File: src/rtl/cl_axi_pkg.sv
// Shared AXI constants and the read-master state type for the cl_axi_* blocks.
//   AXI_BURST_INCR / AXI_RESP_OKAY / AXI_SIZE_64B : fixed AXI encodings
//   BEAT_BYTES / BEAT_SHIFT : bytes per 512-bit beat and its log2
//   PAGE_BYTES              : AXI bursts must not cross this boundary
//   rd_state_t              : read-master control states
package cl_axi_pkg;

  localparam logic [1:0] AXI_BURST_INCR = 2'b01;
  localparam logic [1:0] AXI_RESP_OKAY  = 2'b00;
  localparam logic [2:0] AXI_SIZE_64B   = 3'd6;

  localparam int unsigned BEAT_BYTES = 64;
  localparam int unsigned BEAT_SHIFT = 6;
  localparam int unsigned PAGE_BYTES = 4096;

  typedef enum logic [1:0] {
    ST_IDLE,
    ST_ISSUE,
    ST_DRAIN,
    ST_DONE
  } rd_state_t;

endpackage

File: src/rtl/cl_axi_burst_calc.sv
// Combinational burst sizing for the read master.
//   rem_beats : beats still to be requested
//   page_off  : low 12 bits of the next burst address (64 B aligned)
//   beats     : min(rem_beats, MAX_BURST, beats left in the 4 KiB page)
//   arlen     : beats - 1 (meaningless when rem_beats is 0)
module cl_axi_burst_calc
  import cl_axi_pkg::*;
#(
  parameter int unsigned CNT_W     = 26,
  parameter int unsigned MAX_BURST = 64
) (
  input  logic [CNT_W-1:0] rem_beats,
  input  logic [11:0]      page_off,
  output logic [8:0]       beats,
  output logic [7:0]       arlen
);

  logic [12:0] page_room;
  logic [6:0]  page_beats;
  logic [8:0]  cap;
  logic        unused_room_low;

  always_comb begin
    // Bytes to the next 4 KiB boundary: 64..4096 for an aligned address.
    page_room  = 13'(PAGE_BYTES) - {1'b0, page_off};
    page_beats = page_room[12:BEAT_SHIFT];

    if (rem_beats < CNT_W'(MAX_BURST)) begin
      cap = rem_beats[8:0];
    end else begin
      cap = 9'(MAX_BURST);
    end

    if (cap > {2'b00, page_beats}) begin
      beats = {2'b00, page_beats};
    end else begin
      beats = cap;
    end

    arlen = 8'(beats - 9'd1);
  end

  assign unused_room_low = ^page_room[BEAT_SHIFT-1:0];

endmodule

File: src/rtl/cl_axi_read_master.sv
// AXI4 read-only master: fetches a contiguous region as INCR bursts that never
// cross a 4 KiB page, with a bounded number of bursts in flight, and streams
// the returned beats out over valid/ready.
//   clk, rst                     : clock, asynchronous active-high reset
//   start_i, base_addr_i,
//   len_bytes_i                  : command (sampled only when idle)
//   busy_o, done_o, err_o        : status (err_o sticky until next start)
//   m_ar*                        : AXI read-address channel
//   m_r*                         : AXI read-data channel
//   out_data_o/valid_o/last_o,
//   out_ready_i                  : beat stream to the downstream stage
module cl_axi_read_master
  import cl_axi_pkg::*;
#(
  parameter int unsigned ADDR_W          = 64,
  parameter int unsigned DATA_W          = 512,
  parameter int unsigned ID_W            = 16,
  parameter int unsigned RD_ID           = 0,
  parameter int unsigned LEN_W           = 32,
  parameter int unsigned MAX_BURST       = 64,
  parameter int unsigned MAX_OUTSTANDING = 4
) (
  input  logic              clk,
  input  logic              rst,

  input  logic              start_i,
  input  logic [ADDR_W-1:0] base_addr_i,
  input  logic [LEN_W-1:0]  len_bytes_i,
  output logic              busy_o,
  output logic              done_o,
  output logic              err_o,

  output logic [ID_W-1:0]   m_arid,
  output logic [ADDR_W-1:0] m_araddr,
  output logic [7:0]        m_arlen,
  output logic [2:0]        m_arsize,
  output logic [1:0]        m_arburst,
  output logic              m_arvalid,
  input  logic              m_arready,

  input  logic [ID_W-1:0]   m_rid,
  input  logic [DATA_W-1:0] m_rdata,
  input  logic [1:0]        m_rresp,
  input  logic              m_rlast,
  input  logic              m_rvalid,
  output logic              m_rready,

  output logic [DATA_W-1:0] out_data_o,
  output logic              out_valid_o,
  output logic              out_last_o,
  input  logic              out_ready_i
);

  localparam int unsigned CNT_W = LEN_W - BEAT_SHIFT;
  localparam int unsigned OUT_W = $clog2(MAX_OUTSTANDING + 1);

  rd_state_t state, state_nxt;

  logic [ADDR_W-1:0] addr_q;
  logic [CNT_W-1:0]  rem_q;
  logic [CNT_W-1:0]  rcv_q;
  logic [OUT_W-1:0]  outst_q;
  logic              arvalid_q;
  logic [ADDR_W-1:0] araddr_q;
  logic [7:0]        arlen_q;
  logic [8:0]        ar_beats_q;
  logic              err_q;

  logic [CNT_W-1:0]  start_beats;
  logic [CNT_W-1:0]  calc_rem;
  logic [11:0]       calc_off;
  logic [8:0]        calc_beats;
  logic [7:0]        calc_arlen;
  logic              idle_start;
  logic              launch;
  logic              ar_hs;
  logic              r_hs;
  logic              r_last_hs;
  logic              unused_inputs;

  assign start_beats = len_bytes_i[LEN_W-1:BEAT_SHIFT];
  assign idle_start  = (state == ST_IDLE) && start_i;

  // One calculator serves both the first burst (straight from the command
  // inputs, so AR goes out the cycle after start) and the following ones.
  assign calc_rem = (state == ST_IDLE) ? start_beats        : rem_q;
  assign calc_off = (state == ST_IDLE) ? base_addr_i[11:0]  : addr_q[11:0];

  cl_axi_burst_calc #(
    .CNT_W     (CNT_W),
    .MAX_BURST (MAX_BURST)
  ) u_burst_calc (
    .rem_beats (calc_rem),
    .page_off  (calc_off),
    .beats     (calc_beats),
    .arlen     (calc_arlen)
  );

  assign launch    = (state == ST_ISSUE) && !arvalid_q && (rem_q != '0) &&
                     (outst_q < OUT_W'(MAX_OUTSTANDING));
  assign ar_hs     = arvalid_q & m_arready;
  assign r_hs      = busy_o & m_rvalid & m_rready;
  assign r_last_hs = r_hs & m_rlast;

  always_comb begin
    state_nxt = state;
    done_o    = 1'b0;
    busy_o    = 1'b1;
    unique case (state)
      ST_IDLE: begin
        busy_o = 1'b0;
        if (start_i) begin
          state_nxt = (start_beats == '0) ? ST_DONE : ST_ISSUE;
        end
      end
      ST_ISSUE: begin
        if (ar_hs && (rem_q == CNT_W'(ar_beats_q))) begin
          state_nxt = ST_DRAIN;
        end
      end
      ST_DRAIN: begin
        if (rcv_q == '0) begin
          state_nxt = ST_DONE;
        end
      end
      ST_DONE: begin
        done_o    = 1'b1;
        state_nxt = ST_IDLE;
      end
      default: state_nxt = ST_IDLE;
    endcase
  end

  always_ff @(posedge clk or posedge rst) begin
    if (rst) begin
      state <= ST_IDLE;
    end else begin
      state <= state_nxt;
    end
  end

  always_ff @(posedge clk or posedge rst) begin
    if (rst) begin
      addr_q     <= '0;
      rem_q      <= '0;
      rcv_q      <= '0;
      outst_q    <= '0;
      arvalid_q  <= 1'b0;
      araddr_q   <= '0;
      arlen_q    <= '0;
      ar_beats_q <= '0;
      err_q      <= 1'b0;
    end else begin
      if (idle_start) begin
        addr_q     <= base_addr_i;
        rem_q      <= start_beats;
        rcv_q      <= start_beats;
        err_q      <= 1'b0;
        arvalid_q  <= (start_beats != '0);
        araddr_q   <= base_addr_i;
        arlen_q    <= calc_arlen;
        ar_beats_q <= calc_beats;
      end else begin
        // The cursor (addr_q/rem_q) advances only on handshake, so the
        // presented AR payload stays frozen while the slave stalls.
        if (launch) begin
          arvalid_q  <= 1'b1;
          araddr_q   <= addr_q;
          arlen_q    <= calc_arlen;
          ar_beats_q <= calc_beats;
        end else if (ar_hs) begin
          arvalid_q <= 1'b0;
          addr_q    <= addr_q + ADDR_W'({ar_beats_q, 6'b0});
          rem_q     <= rem_q - CNT_W'(ar_beats_q);
        end

        if (r_hs) begin
          rcv_q <= rcv_q - CNT_W'(1);
          if (m_rresp != AXI_RESP_OKAY) begin
            err_q <= 1'b1;
          end
        end
      end

      unique case ({ar_hs, r_last_hs})
        2'b10:   outst_q <= outst_q + OUT_W'(1);
        2'b01:   if (outst_q != '0) outst_q <= outst_q - OUT_W'(1);
        default: outst_q <= outst_q;
      endcase
    end
  end

  assign m_arid    = ID_W'(RD_ID);
  assign m_araddr  = araddr_q;
  assign m_arlen   = arlen_q;
  assign m_arsize  = AXI_SIZE_64B;
  assign m_arburst = AXI_BURST_INCR;
  assign m_arvalid = arvalid_q;

  assign m_rready    = busy_o ? out_ready_i : 1'b1;
  assign out_data_o  = m_rdata;
  assign out_valid_o = busy_o & m_rvalid;
  assign out_last_o  = out_valid_o & (rcv_q == CNT_W'(1));
  assign err_o       = err_q;

  assign unused_inputs = ^{m_rid, len_bytes_i[BEAT_SHIFT-1:0]};

endmodule

File: config.mk
export PLATFORM = sky130hd
export DESIGN_NAME = cl_axi_read_master
export DESIGN_NICKNAME = d
export VERILOG_FILES = /design/src/rtl/cl_axi_pkg.sv /design/src/rtl/cl_axi_burst_calc.sv /design/src/rtl/cl_axi_read_master.sv
export SDC_FILE = /design/constraint.sdc
export NUM_CORES = 1
export LEC_CHECK = 0
export ABC_AREA = 1
export CAP_MARGIN = 20
export CORE_AREA = 2 2 485 487
export CTS_CLUSTER_DIAMETER = 150
export CTS_CLUSTER_SIZE = 16
export DETAILED_ROUTE_END_ITERATION = 16
export DIE_AREA = 0 0 487 489
export PLACE_DENSITY = 0.3
export SKIP_CTS_REPAIR_TIMING = 1
export SLEW_MARGIN = 20
export SYNTH_ARGS = -nofsm -noshare
export SYNTH_HDL_FRONTEND = slang
export SYNTH_SLANG_ARGS = --single-unit
File: constraint.sdc
create_clock -name clk -period 12.6 [get_ports clk]
set_input_delay 2.52 -clock clk [delete_from_list [all_inputs] [get_ports clk]]
set_output_delay 2.52 -clock clk [all_outputs]
set_load 0.005 [all_outputs]
# Word-level counts from Yosys, hierarchy flattened

Cells that the tools add are included.

Register bits: 204
Input bits: 633
Output and inout port bits: 612
Word-level logic and storage cells: 94

Add/subtract/negate cells: 7
Magnitude comparators: 3
Eq/ne operators: 12
Muxes and demuxes: 34
Bitwise logic cells: 5
Reduce and logical (&&, ||, !) cells: 23

Operators by type and width:

| cell                                                 | number |
|---|---|
| two-way mux 64 bit                                   | 5 |
| two-way mux 26 bit                                   | 6 |
| adder 64 x 15 -> 64 bit                              | 1 |
| logical NOT 26 bit                                   | 2 |
| nonzero test 26 bit                                  | 2 |
| two-way mux 9 bit                                    | 4 |
| equality test 26 x 1 -> 1 bit, second input constant | 1 |
| equality test 26 x 9 -> 1 bit                        | 1 |
| < comparator 26 x 7 -> 1 bit, second input constant  | 1 |
| subtractor 26 x 1 -> 26 bit, second input constant   | 1 |
| subtractor 26 x 9 -> 26 bit                          | 1 |
| two-way mux 8 bit                                    | 2 |
| subtractor 13 x 12 -> 13 bit, first input constant   | 1 |
| two-way mux 12 bit                                   | 1 |
| nonzero test 2 bit                                   | 6 |
| > comparator 9 x 7 -> 1 bit                          | 1 |
| two-way mux 1 bit                                    | 9 |
| two-way mux 2 bit                                    | 4 |
| != test 2 bit, second input constant                 | 4 |
| case mux 2 bit (4 select lines)                      | 1 |
| subtractor 8 x 1 -> 8 bit, second input constant     | 1 |
| equality test 2 bit, second input constant           | 3 |
| case mux 3 bit (2 select lines)                      | 1 |
| AND reduction 2 bit                                  | 3 |
| other kinds (12)                                     | 22 |

# Logic depth before layout (Yosys ltp)

Gate-level depths: netlist of run 1.

Word-level depth: 9
Depth in mapped cells: 31
Gate-level depth less buffers: 28

# Cells and area by module

From an unflattened synthesis of run 1, not the netlist that was laid out.

Cells, all modules: 2767
Area total of the unflattened synthesis: 18575.3 um2

Modules (own cells, without submodules):

| module             | instances | cells each | area an instance (um2) | seq. area each (um2) |
|---|---|---|---|---|
| cl_axi_read_master | 1         | 2617       | 17722.0                | 5104.9 |
| cl_axi_burst_calc  | 1         | 150        | 853.3                  | 0.0 |

# Least setup slack after synthesis of run 1

Ideal clock, no wire load.

Path type: input port to output port
Start: input port m_rvalid
End: output port out_last_o
Data arrival time: 3.014 ns
Data required time: 10.080 ns
Slack: 7.066 ns
Stages: 4
Buffers on the path: 0
Cell sequence: inv_1 > nor2_4 > nand4_1 > nor4_1

Cells in the longest elaborated chain, start to end: 2

RTL lines:

| element         | RTL line                  | RTL |
|---|---|---|
| start, declared | cl_axi_read_master.sv:45  | `input logic m_rvalid,` |
| AND 1 bit       | cl_axi_read_master.sv:202 | `assign out_valid_o = busy_o & m_rvalid;` |
| net out_valid_o | cl_axi_read_master.sv:49  | `output logic out_valid_o,` |
| AND 1 bit       | cl_axi_read_master.sv:203 | `assign out_last_o = out_valid_o & (rcv_q == CNT_W'(1));` |
| end, declared   | cl_axi_read_master.sv:50  | `output logic out_last_o,` |

The timed path passes the listed nets, and every way through them passes these cells.

# Final worst setup path of run 1

Start: input port m_rvalid
End: output port out_last_o

Cells in the longest elaborated chain, start to end: 2

RTL lines:

| element   | RTL line |
|---|---|
| AND 1 bit | cl_axi_read_master.sv:202 |
| AND 1 bit | cl_axi_read_master.sv:203 |

No other way between the ends.

==> results.cfg, run 1 <==
[synthesis]
synthXorXnorAreaFrac_pct = 2.44
async_flop_share_pct = 100
synth_top_family_by_area = buffers and inverters
synth.distinct_cells = 54
synth_ff_type = dfrtp_1
synth_mux_area_share_pct = 0.0580
postSynthAreaPerCell_um2 = 7.13
yosysSeqAreaShare_pct = 29.6
yosys_register_bits = 204
yosysWarnings = 0
synthAdderAreaFrac_pct = 2.74
synth_edf_count = 0
synthSimpleGateAreaFrac_pct = 28.2
synth_area_um2 = 17300
synthCells = 2423
synth-compound-area-share_pct = 7.71

[route]
route.met3.wl_mm = 15.4
top_layer_used = met5
drt-met1-wl_mm = 36.9
ant_nets = 0
via_count = 14100
wl_per_cell_um = 21.8
drc = 0
met2_wirelength_mm = 48.8
dr.pass1.iters = 5
wl_mm = 111
drt_iter0_markers = 716
drt-vias-per-instance = 2.75

[clock_network]
cts_tree = built
clk_latency_ns = 0.56
cts.clk_slew.worst_paths_ns = 0.09
cts-buffers-inserted = 17
clock_path_buffers = 3
cts_root_buffer = clkbuf_16
cts_max_level = 1
cts.sinks = 204

[timing]
fin_skew_ns = 0.0409
period_share_pct = 54.7
fin_setup_tns_ns = 0
finalSetupViolations = 0
report.final.hold_viol_count = 0
tightestPinTransition_ns = 0.975
slew_headroom_pct = 35.0
rsz0062_at_grt = false
slew_violations = 0
min_period_ns = 6.90
fmax_mhz = 145

[power_and_ir_drop]
sw_frac_of_total_pct = 51.8
p_per_area_nw_per_um2 = 221
intPower_w = 0.00204
clkPwrFrac_pct = 13.5
switchingPower_w = 0.00220
leakage_nw = 7.37
combinationalPowerShare_pct = 56.0
peakVddDrop_v = 0.0000974
p_seq_share_pct = 30.5
finalPower_w = 0.00424

[global_route]
grt-ovfl-total = 0
grt_pass1_wl_mm = 143
grt_max_degree = 81
antenna_found_initial = 7
grt_pass1_vias = 14300
grtUsageTotal_pct = 8.93

[final_layout]
nFillCells = 27400
utilization_pct = 8.23
final_nets = 2719
drive_gt1_share_pct = 4.68
layout_commonest_cell = nand2_1
final_cell_mix = nand2_1 (586), nor2_1 (216), dfrtp_1 (204)
fin_area_um2 = 19200
area_growth_syn_to_layout_pct = 11.3
instances_no_fill = 5118

[floorplanning]
start_util_pct = 7.39
die-area_um2 = 238000
io_pins = 1245
core_area_um2 = 234000
num_rows = 178
die_x_um = 487
die_height_um = 489

[critical_path]
cp_cell_sequence = clkdlybuf4s50_1 -> inv_1 -> nor2_4 -> nand4_1 -> nor4_1 -> clkdlybuf4s50_1
cp-start-kind = input port
cp-end-kind = output port
crit_required_ns = 10.08
path_class = in -> out
crit_top_cell = clkdlybuf4s50_1
arrival_ns = 4.38
crit_slowest_cell = clkdlybuf4s50_1
cpPeakStageDelay_ns = 0.61
crit_path_max_fanout = 3

[run]
drv_cap = 0

[placed_design]
dp_cells = 5091
hpwlAfterDp_mm = 93.7
io_buffers = 177
place_congestion = 0.803
placed_cell_area_um2 = 18700

[run_status]
run_status = finished, final reports clean

[min_path]
hp-class = reg -> reg
[per-stage QoR]
stage / hold slack, ns / worst slack, ns
after floorplan: 0.458 / 4.51
after global placement: 0.459 / 5.46
after detailed placement: 0.466 / 5.45
after CTS: 0.490 / 5.45
after global routing: 0.513 / 5.53
final: 0.479 / 5.70
[critical path: cells and delay by family]
family        cells  cell delay (ns)
buf+inv           3             1.12
simple gates      3             0.73
[power groups by stage]
stage	clock, W	sequential [W]	combinational, W
floorplan	0	0.00119	0.00159
global placement	0	0.00131	0.00248
detailed placement	0	0.00131	0.00247
CTS	0.000615	0.00130	0.00249
global route	0.000624	0.00135	0.00271
finish	0.000572	0.00129	0.00238
[final timing paths]
| check | start | end | slack, ns | depth (start not counted) |
|---|---|---|---|---|
| setup reg to reg | state[0] | m_arlen[6] | 8.04 | 23 |
| setup / recovery | m_rvalid | out_last_o | 5.70 | 6 |
| hold reg to reg | m_arlen[2] | m_arlen[2] | 0.48 | 2 |
| min in group asynchronous | rst | m_araddr[10] | 2.41 | 2 |
| max in group asynchronous | rst | m_araddr[40] | 8.74 | 3 |
| hold / removal | m_arlen[2] | m_arlen[2] | 0.48 | 2 |
[Yosys cell counts (6+ instances only)]
library cell    n  area share, %
buf_4         538             23
clkbuf_1       25           0.54
dfrtp_1       204             30
nand4_1        39            1.4
a21oi_1        52            1.5
xor2_1         36            1.8
nand2_1       588             13
o221ai_1        9           0.46
xnor2_1        12           0.61
inv_1         184            4.0
o21bai_1        7           0.30
nand2_2        14           0.51
nor4_1         12           0.43
a31oi_1        29            1.1
o211ai_1       33            1.4
o311ai_0        8           0.41
nor3_1         31           0.90
nand3_1       174            5.0
buf_1          12           0.26
ha_1           33            2.4
nor2_2          7           0.25
nand3b_1        8           0.35
buf_2          20           0.58
o21ai_0        59            1.7
inv_2           6           0.13
or2_2           6           0.22
nor2_1        218            4.7
[per-layer routing]
metal	track usage [%]	vias to the layer above
met5	0.0805	-
met4	7.30	2
met3	5.00	377
met2	14.0	736
met1	8.58	6479
li1	-	6458
[sequential cells by signal (all words and copies together), names as in the netlist]
signal,count
addr_q,64
ar_beats_q,9
err_o,1
m_araddr,64
m_arlen,8
m_arvalid,1
outst_q,3
rcv_q,26
rem_q,26
state,2
[kinds of logic after synthesis]
logic type / after synthesis
AO/OA/AOI/OAI: 217
XOR/XNOR: 48
adder cells (fa/ha/maj): 36
buffers and inverters: 791
flip-flops: 204
multiplexers: 1
other: 2
AND/OR/NAND/NOR: 1124
[cell type report]
cell class / count / area, µm² / share of cell area [%]
clock inverters: 3 / 53.8 / 0.280
diodes: 7 / 17.5 / 0.0912
inverters: 192 / 733 / 3.82
flip-flops and latches: 204 / 5100 / 26.6
clock buffers: 17 / 425 / 2.21
multi-input cells: 1447 / 7200 / 37.4
well taps: 3060 / 3830 / 19.9
repair buffers: 188 / 1860 / 9.67
Power figures use the tool's default switching activity.
==> run 2, diff against run 1 <==
Settings changed: CORE_AREA 2 2 485 487 to 2 2 490 492, DIE_AREA 0 0 487 489 to 0 0 492 494.
Clock period 12.6 ns to 6.9 ns, I/O delays scaled along.
==> run 2 against run 1 <==
  * Sequential share of layout area fell by 0.47 points
  * Non-clock buffer count rose by 6
  * Sequential power increased by 84%
  * Total power is 87% higher
  * Setup slack got worse by 3.8 ns
  * Die area up 2.1%
  * Count of clock-buffer cells in the layout rose by 3
  * Cell area increased by 1.8%
  * Wire length rose by 3.8%
  * Via count grew 1.0%
  * Utilization about the same
==> results.cfg, run 2 (same netlist as run 1, synthesis figures left out) <==
[run_status]
run_status = finished, final reports clean

[floorplanning]
die_x_um = 492
io_pins = 1245
num_rows = 179
die_height_um = 494
core_area_um2 = 237000
die-area_um2 = 243000
start_util_pct = 7.27

[critical_path]
reg2reg_from = state[0]
reg2regPathDepth = 25
crit_path_max_fanout = 11
arrival_ns = 5.47
regToRegSetupSlack_ns = 2.61
cp-end-kind = flop
cp-start-kind = input port
r2r-end = m_arlen[6]
path_class = in -> reg
crit_required_ns = 7.42

[timing]
finalSetupViolations = 0
tightestPinTransition_ns = 0.939
slew_violations = 0
fin_setup_tns_ns = 0
fmax_mhz = 202
min_period_ns = 4.95
whs_ns = 0.480
report.final.hold_viol_count = 0
slew_headroom_pct = 36.7
period_share_pct = 71.8
fin_ws_ns = 1.95
fin_skew_ns = 0.0476
rsz0062_at_grt = false

[final_layout]
final_cell_mix = nand2_1 (586), nor2_1 (217), dfrtp_1 (204)
nFillCells = 28000
final_nets = 2727
area_growth_syn_to_layout_pct = 13.3
layout.area.seq_um2 = 5100
layout_commonest_cell = nand2_1
drive_gt1_share_pct = 5.18
multi_input_area_um2 = 7200

[global_route]
grt-ovfl-total = 0
grt_pass1_vias = 14500
grtUsageTotal_pct = 9.17
antenna_found_initial = 7
grt_pass1_wl_mm = 149
grt_max_degree = 97

[route]
wl_per_cell_um = 22.1
via_count = 14200
drt_iter0_markers = 893
wl_mm = 116
drc = 0
ant_nets = 0
dr.pass1.iters = 5
drt-vias-per-instance = 2.71

[clock_network]
cts-buffers-inserted = 19
cts.clk_slew.worst_paths_ns = 0.08
cts_max_level = 1
cts_tree = built
cts.sinks = 204
clk_latency_ns = 0.58
cts_root_buffer = clkbuf_16
clock_path_buffers = 3

[power_and_ir_drop]
switchingPower_w = 0.00406
peakVddDrop_v = 0.000192
sw_frac_of_total_pct = 51.1
p_per_area_nw_per_um2 = 406
combinationalPowerShare_pct = 55.0
intPower_w = 0.00388
clkPwrFrac_pct = 15.1
finalPower_w = 0.00793
p_seq_share_pct = 29.9
leakage_nw = 7.48

[min_path]
min-delay-start = m_araddr[10]
hold_end = m_araddr[10]
hp-class = reg -> reg
holdPathStages = 2

[placed_design]
io_buffers = 177
pre_cts_ws_ns = 1.39
place_congestion = 0.795
hpwlAfterDp_mm = 98.7

[run]
drv_cap = 0
## run 2: cell types whose count changed in the layout (fill, tap and decap cells not counted), sizes merged
cell    delta
buf        +6
diode      -5
clkbuf     +3
clkinv     +2
bufinv     +1
inv        +1
## run 2: layer usage
layer | wire (µm) | up-vias | GRT usage (%)
met5 | 125 | - | 0.391
met4 | 8670 | 4 | 6.21
met3 | 17800 | 365 | 5.98
met2 | 52700 | 755 | 14.9
met1 | 36500 | 6589 | 8.38
li1 | - | 6482 | -
## run 2: worst max-delay path: stages
cell	delay (ns)
clkdlybuf4s50_1	0.43
or2_2	0.31
nor2_1	0.60
nand3_1	0.17
nand2_1	0.44
nand2_1	0.17
inv_1	0.11
ha_1	0.23
nand2_1	0.08
nor2_1	0.04
a21oi_1	0.17
nand2_1	0.07
nand2_1	0.30
nand2_1	0.12
nand2_2	0.12
ha_1	0.18
inv_1	0.05
nor2_2	0.17
nand3_1	0.10
nand2_1	0.07
nand3_1	0.07
nand2_1	0.08
## run 2: power groups by stage
stage,logic (W),clock network [W],registers [W]
detailed placement,0.00456,0,0.00242
global placement,0.00454,0,0.00241
floorplan,0.00290,0,0.00217
finish,0.00437,0.00119,0.00237
global route,0.00500,0.00130,0.00248
CTS,0.00458,0.00128,0.00240
## run 2: how the worst max path moves through the flow
stage               startpoint         end  slack (ns)  cells past startpoint
2_1_floorplan              rst   addr_q[0]        2.88                      1
3_3_place_gp   len_bytes_i[23]  m_arlen[6]        1.33                     21
3_5_place_dp   len_bytes_i[23]  m_arlen[6]        1.39                     21
4_1_cts               m_rvalid  out_last_o        2.01                      6
5_1_grt        len_bytes_i[23]  m_arlen[6]        1.59                     22
6_report       len_bytes_i[23]  m_arlen[6]        1.95                     22
## run 2: area by class of cell
type | count | area share [%]
multi-input cells | 1447 | 36.8
flip-flops and latches | 204 | 26.1
well taps | 3167 | 20.3
repair buffers | 194 | 9.97
inverters | 192 | 3.73
clock buffers | 20 | 2.50
clock inverters | 7 | 0.620
diodes | 2 | 0.0256
## run 2: metrics by stage
step           area [µm²]  util [%]  cells
4_1_cts             19600      8.24   5231
5_1_grt             19600      8.24   5232
2_1_floorplan       17300         -   2442
6_report            19600      8.24   5233
3_5_place_dp        18900      7.98   5204
3_3_place_gp        18900      7.98   5204
